===== config.mk =====
export PLATFORM = sky130hd
export DESIGN_NAME = gf_poly_eval
export DESIGN_NICKNAME = d
export VERILOG_FILES = /design/src/rtl/gf_poly_eval.sv
export SDC_FILE = /design/constraint.sdc
export NUM_CORES = 2
export LEC_CHECK = 0
export ABC_AREA = 1
export CAP_MARGIN = 20
export CORE_ASPECT_RATIO = 1.5
export CORE_MARGIN = 2
export CORE_UTILIZATION = 45
export DETAILED_ROUTE_END_ITERATION = 12
export SYNTH_ARGS = -nofsm -noshare
export SYNTH_HDL_FRONTEND = slang
export SYNTH_SLANG_ARGS = --single-unit

===== constraint.sdc =====
create_clock -name clk -period 29.1 [get_ports clk]
set_input_delay 4.365 -clock clk [delete_from_list [all_inputs] [get_ports clk]]
set_output_delay 4.365 -clock clk [all_outputs]
set_load 0.02 [all_outputs]

===== src/rtl/gf_poly_eval.sv =====
// rtl/gf_poly_eval.sv - multicycle GF(2^m) Horner polynomial evaluator
// Coefficient store plus an IDLE/RUN/DONE sequencer sharing the execute-unit enable/ready handshake.
module gf_poly_eval #(
  parameter int PARAM_M     = 9,
  parameter int PARAM_ALPHA = 4,
  parameter int PARAM_LOG_D = 6
) (
  input  logic               clk,
  input  logic               rst,
  input  logic               enable,
  input  logic [31:0]        in_1,
  input  logic [31:0]        in_2,
  output logic [PARAM_M-1:0] out_1,
  output logic               ready
);

  localparam int M    = PARAM_M;
  localparam int LD   = PARAM_LOG_D;
  localparam int NCOE = 1 << LD;

  localparam logic [1:0] S_IDLE = 2'd0;
  localparam logic [1:0] S_RUN  = 2'd1;
  localparam logic [1:0] S_DONE = 2'd2;

  localparam logic [1:0] OP_WRITE  = 2'b00;
  localparam logic [1:0] OP_SETDEG = 2'b01;
  localparam logic [1:0] OP_EVAL   = 2'b10;
  localparam logic [1:0] OP_READ   = 2'b11;

  logic [1:0]    r_state;
  logic [M-1:0]  r_coef [NCOE];
  logic [M-1:0]  r_acc;
  logic [M-1:0]  r_res;
  logic [M-1:0]  r_xr;
  logic [LD-1:0] r_cnt;
  logic [LD-1:0] r_deg;

  logic [1:0]    w_op;
  logic [LD-1:0] w_addr;
  logic [M-1:0]  w_data;
  logic          w_idle_en;
  logic [LD-1:0] w_cnt_m1;
  logic [M-1:0]  w_step;
  logic          w_unused;

  // Full carry-less product, then fold bits >= M back using x^M = x^ALPHA + 1.
  function automatic logic [M-1:0] gf_mul(input logic [M-1:0] a, input logic [M-1:0] b);
    logic [2*M-2:0] p;
    p = '0;
    for (int i = 0; i < M; i++) begin
      if (b[i]) p = p ^ ({{(M-1){1'b0}}, a} << i);
    end
    for (int i = 2*M-2; i >= M; i--) begin
      if (p[i]) begin
        p[i]               = 1'b0;
        p[i-M+PARAM_ALPHA] = ~p[i-M+PARAM_ALPHA];
        p[i-M]             = ~p[i-M];
      end
    end
    return p[M-1:0];
  endfunction

  assign w_op      = in_2[31:30];
  assign w_addr    = in_2[LD-1:0];
  assign w_data    = in_1[M-1:0];
  assign w_idle_en = (r_state == S_IDLE) && enable;
  assign w_cnt_m1  = r_cnt - 1'b1;
  assign w_step    = gf_mul(r_acc, r_xr) ^ r_coef[w_cnt_m1];
  assign w_unused  = ^{in_1[31:M], in_2[29:LD]};

  always_ff @(posedge clk or posedge rst) begin
    if (rst) begin
      r_state <= S_IDLE;
      r_acc   <= '0;
      r_res   <= '0;
      r_xr    <= '0;
      r_cnt   <= '0;
      r_deg   <= '0;
      for (int i = 0; i < NCOE; i++) r_coef[i] <= '0;
    end else begin
      case (r_state)
        S_IDLE: begin
          if (enable) begin
            case (w_op)
              OP_WRITE:  r_coef[w_addr] <= w_data;
              OP_SETDEG: r_deg <= in_1[LD-1:0];
              OP_EVAL: begin
                r_xr    <= w_data;
                r_acc   <= r_coef[r_deg];
                r_cnt   <= r_deg;
                r_state <= (r_deg == '0) ? S_DONE : S_RUN;
              end
              default: ;
            endcase
          end
        end
        S_RUN: begin
          r_acc <= w_step;
          r_cnt <= w_cnt_m1;
          if (r_cnt == {{(LD-1){1'b0}}, 1'b1}) r_state <= S_DONE;
        end
        S_DONE: begin
          r_res   <= r_acc;
          r_state <= S_IDLE;
        end
        default: r_state <= S_IDLE;
      endcase
    end
  end

  // Reset forces the idle-looking outputs even while the core still holds an EVAL.
  always_comb begin
    ready = 1'b1;
    if (!rst && ((w_idle_en && (w_op == OP_EVAL)) || (r_state == S_RUN))) ready = 1'b0;
  end

  always_comb begin
    out_1 = r_res;
    if (rst) out_1 = '0;
    else if (w_idle_en && (w_op == OP_READ)) out_1 = r_coef[w_addr];
    else if (r_state == S_DONE) out_1 = r_acc;
  end

endmodule

==> results.cfg <==
[run_status]
run_status = finished clean

[die]
fp.dieArea_um2 = 89200
fp-row-count = 132
start_util_pct = 45.3
io_pins = 77
core-area_um2 = 86200
dieWidth_um = 245
die_h_um = 365

[yosys]
synth_area_leaders = dfrtp_1, nand2_1, o21ai_0
synth_nets = 5804
synth.yosys.seq_area_share_pct = 39.5
yosys.area.top_type = dfrtp_1
synth_edf_count = 0
synth_ff_type = dfrtp_1
synth-compound-area-share_pct = 23.8
synth_fa_ha_area_share_pct = 0.0641
synth-seq-cells = 617
syn_avg_cell_area_um2 = 6.81
synth_area_um2 = 39100
syn_inst = 5735
async_reset_ff_share_pct = 100
synth_warnings = 0
yosysTopAreaCellShare_pct = 39.5
yosys.area_share.simple_pct = 27.3
ys_types = 41
synth_top_family_by_area = simple AND/OR/NAND/NOR gates
synth_mux_area_share_pct = 0.0256
synth_xor_area_share_pct = 1.12

[global_route]
grt_overflow_total = 0
grt_usage_pct = 38.9
grt_antenna_before_repair = 1
first_global_vias = 38100
grt_max_degree = 219
grt_pass1_wl_mm = 256

[power_and_ir_drop]
clock_power_share_pct = 19.7
power_switching_w = 0.00243
p_sw_share_pct = 53.7
power.density_nw_per_um2 = 108
combPwrFrac_pct = 56.6
seq_power_share_pct = 23.6
p_leak_nw = 17.5
internal_power_w = 0.00210
ir_drop_mv = 0.0872

[worst_setup_path]
cp-startpoint = in_2[0]
cp_max_fo = 34
crit_slowest_cell = o21ai_0
rr_worst_depth = 15
arrival_ns = 9.65
crit_end = out_1[0]
r2r-end = r_acc[7]
cp.required_ns = 24.73
slowest_delay_ns = 0.86
rr_startpoint = r_cnt[0]
cp_num_buf_inv = 7
cp-end-kind = output port
r2r_slack_ns = 23.44
cp-start-kind = primary input
path_cells = clkdlybuf4s50_1 > inv_2 > nand3_1 > inv_2 > buf_4 > buf_4 > a22oi_1 > o221ai_1 > o21ai_0 > nand2_1 > nor2_1 > nand3b_1 > nand2_1 > inv_1 > clkdlybuf4s50_1
cp_num_cells = 15
crit_type = in -> out
cp_top_family = buffers and inverters

[cells_and_area]
nets = 5524
multi_input_area_um2 = 20500
syn_to_final_growth_pct = 7.19
final.fill_count = 8808
stdcell_count = 6642
layout.area.seq_um2 = 15500
drive_gt1_share_pct = 4.36
design_area_um2 = 41900
antenna_cells = 0

[sta]
hold_viol = 0
worst_pin_slew_ns = 1.18
finalMaxSlewViolations = 0
whs_ns = 0.483
fin_setup_tns_ns = 0
fin_ws_ns = 15.09
finClkSkew_ns = 0.0369
fin_crit_sh_pct = 48.2
setup_viol = 0
rsz0062_at_grt = no
maxSlewHeadroom_pct = 21.2
min_period_ns = 14.01
max_freq_mhz = 71.4

[clocking]
cts_buffers = 67
hold_buffers = 0
cts_resized = 0
clock-sinks = 617
post_cts_buffers = 0
root_buffer = clkbuf_16
cts_tree = yes
htreeDepth = 3
clock_tree.buffer_depth = 3
clk_latency_ns = 0.67
path_clk_slew_ns = 0.06

[placed_design]
routabilityCongestion = 1.02
pre_cts_slack_ns = 15.52
dpl_cell_area_um2 = 39700
dp_cells = 6524
dpl.hpwl_mm = 104
portBuffers = 29

[detailed_routing]
drt-total-wl_mm = 176
vias_per_cell = 6.32
first_pass_iters = 7
first_iter_violations = 6525
drc = 0
antenna_left = 0
num_vias = 41900
post_drt_wl_per_cell_um = 26.4

[hold_path]
hp-class = reg -> reg

[run]
drv_cap = 0
[worst min path at each step]
stage	startpoint	end	slack, ns	cells after the start
after CTS	r_coef[198]	r_coef[198]	0.49	2
after global placement	r_coef[307]	r_coef[307]	0.47	2
after global routing	r_coef[191]	r_coef[191]	0.51	2
after floorplan	r_coef[110]	r_coef[110]	0.45	2
after detailed placement	r_coef[198]	r_coef[198]	0.47	2
final	r_coef[343]	r_coef[343]	0.48	2
[synthesized netlist by cell type (13+ instances only)]
| cell | instances |
|---|---|
| nand2_1 | 1716 |
| o21ai_0 | 1018 |
| dfrtp_1 | 617 |
| nand3_1 | 616 |
| inv_1 | 344 |
| clkbuf_1 | 309 |
| a21oi_1 | 308 |
| nor2_1 | 188 |
| buf_2 | 100 |
| o211ai_1 | 91 |
| o2bb2ai_1 | 45 |
| a22oi_1 | 43 |
| buf_1 | 41 |
| o2111ai_1 | 35 |
| o21ai_1 | 34 |
| o22ai_1 | 29 |
| a221oi_1 | 28 |
| xnor2_1 | 27 |
| o221ai_1 | 24 |
| nand4_1 | 20 |
| xor2_1 | 18 |
| inv_2 | 15 |
| nand3b_1 | 13 |
[per-layer routing]
metal / global-route usage [%] / up-vias / wire, um
met2: 59.0 / 2781 / 76500
li1: - / 18800 / -
met5: 0 / - / 16
met3: 8.24 / 746 / 19400
met1: 47.7 / 19600 / 63100
met4: 31.4 / 2 / 16600
[metrics by stage]
stage          utilization [%]  total power [W]
2_1_floorplan                -          0.00257
3_3_place_gp              46.0          0.00348
3_5_place_dp              46.0          0.00350
4_1_cts                   48.5          0.00439
5_1_grt                   48.6          0.00470
6_report                  48.6          0.00452
[cells in the final DEF (no fill, tap or decap), types with 7 or more instances in the layout]
cell             synthesis  final
nand2_1               1716   1713
o21ai_0               1018   1018
nand3_1                616    612
dfrtp_1                617    612
inv_1                  344    331
a21oi_1                308    308
nor2_1                 188    187
o211ai_1                91     91
clkbuf_16                0     69
buf_4                    0     66
o2bb2ai_1               45     45
a22oi_1                 43     43
o2111ai_1               35     35
o21ai_1                 34     34
o22ai_1                 29     29
clkdlybuf4s50_1          0     29
a221oi_1                28     28
xnor2_1                 27     27
o221ai_1                24     24
inv_2                   15     22
nand4_1                 20     20
xor2_1                  18     18
clkbuf_1               309     15
clkinv_2                 0     14
nand3b_1                13     13
clkbuf_8                 0     13
nor3_2                  10      9
nor2_2                   8      9
o31ai_1                  7      7
[kinds of logic (layout without fill, tap and decap cells)]
logic type / Yosys count / after routing
buf+inv: 813 / 581
mux: 1 / 1
compound gates: 1678 / 1678
flops: 617 / 617
simple gates: 2577 / 2577
xor+xnor: 47 / 47
fa+ha+maj: 2 / 2
[flip-flops by register name (all words and copies together) (netlist names)]
signal and flops:
r_acc 9, r_cnt 6, r_coef 576, r_deg 6, r_res 9, r_state 2, r_xr 9
[power by group through the flow]
stage               combinational [W]  sequential [W]  clock [W]
floorplan                     0.00160        0.000973          0
finish                        0.00256         0.00107   0.000893
global route                  0.00270         0.00108   0.000928
global placement              0.00241         0.00108          0
detailed placement            0.00242         0.00108          0
CTS                           0.00243         0.00106   0.000896
[worst min-delay path: cells and delay by family (launching register included)]
family	cells	cell delay [ns]
AOI/OAI and AO/OA	1	0.06
and+or+nand+nor	1	0.05
DFF	1	0.34
[cell type report]
cell class              count  area share, %
repair buffers            101           2.18
multi-input cells        4305           49.0
flip-flops and latches    617           36.9
well taps                1139           3.40
clock buffers              97           4.69
clock inverters            20          0.511
inverters                 363           3.31
(Power assumes the default switching activity.)
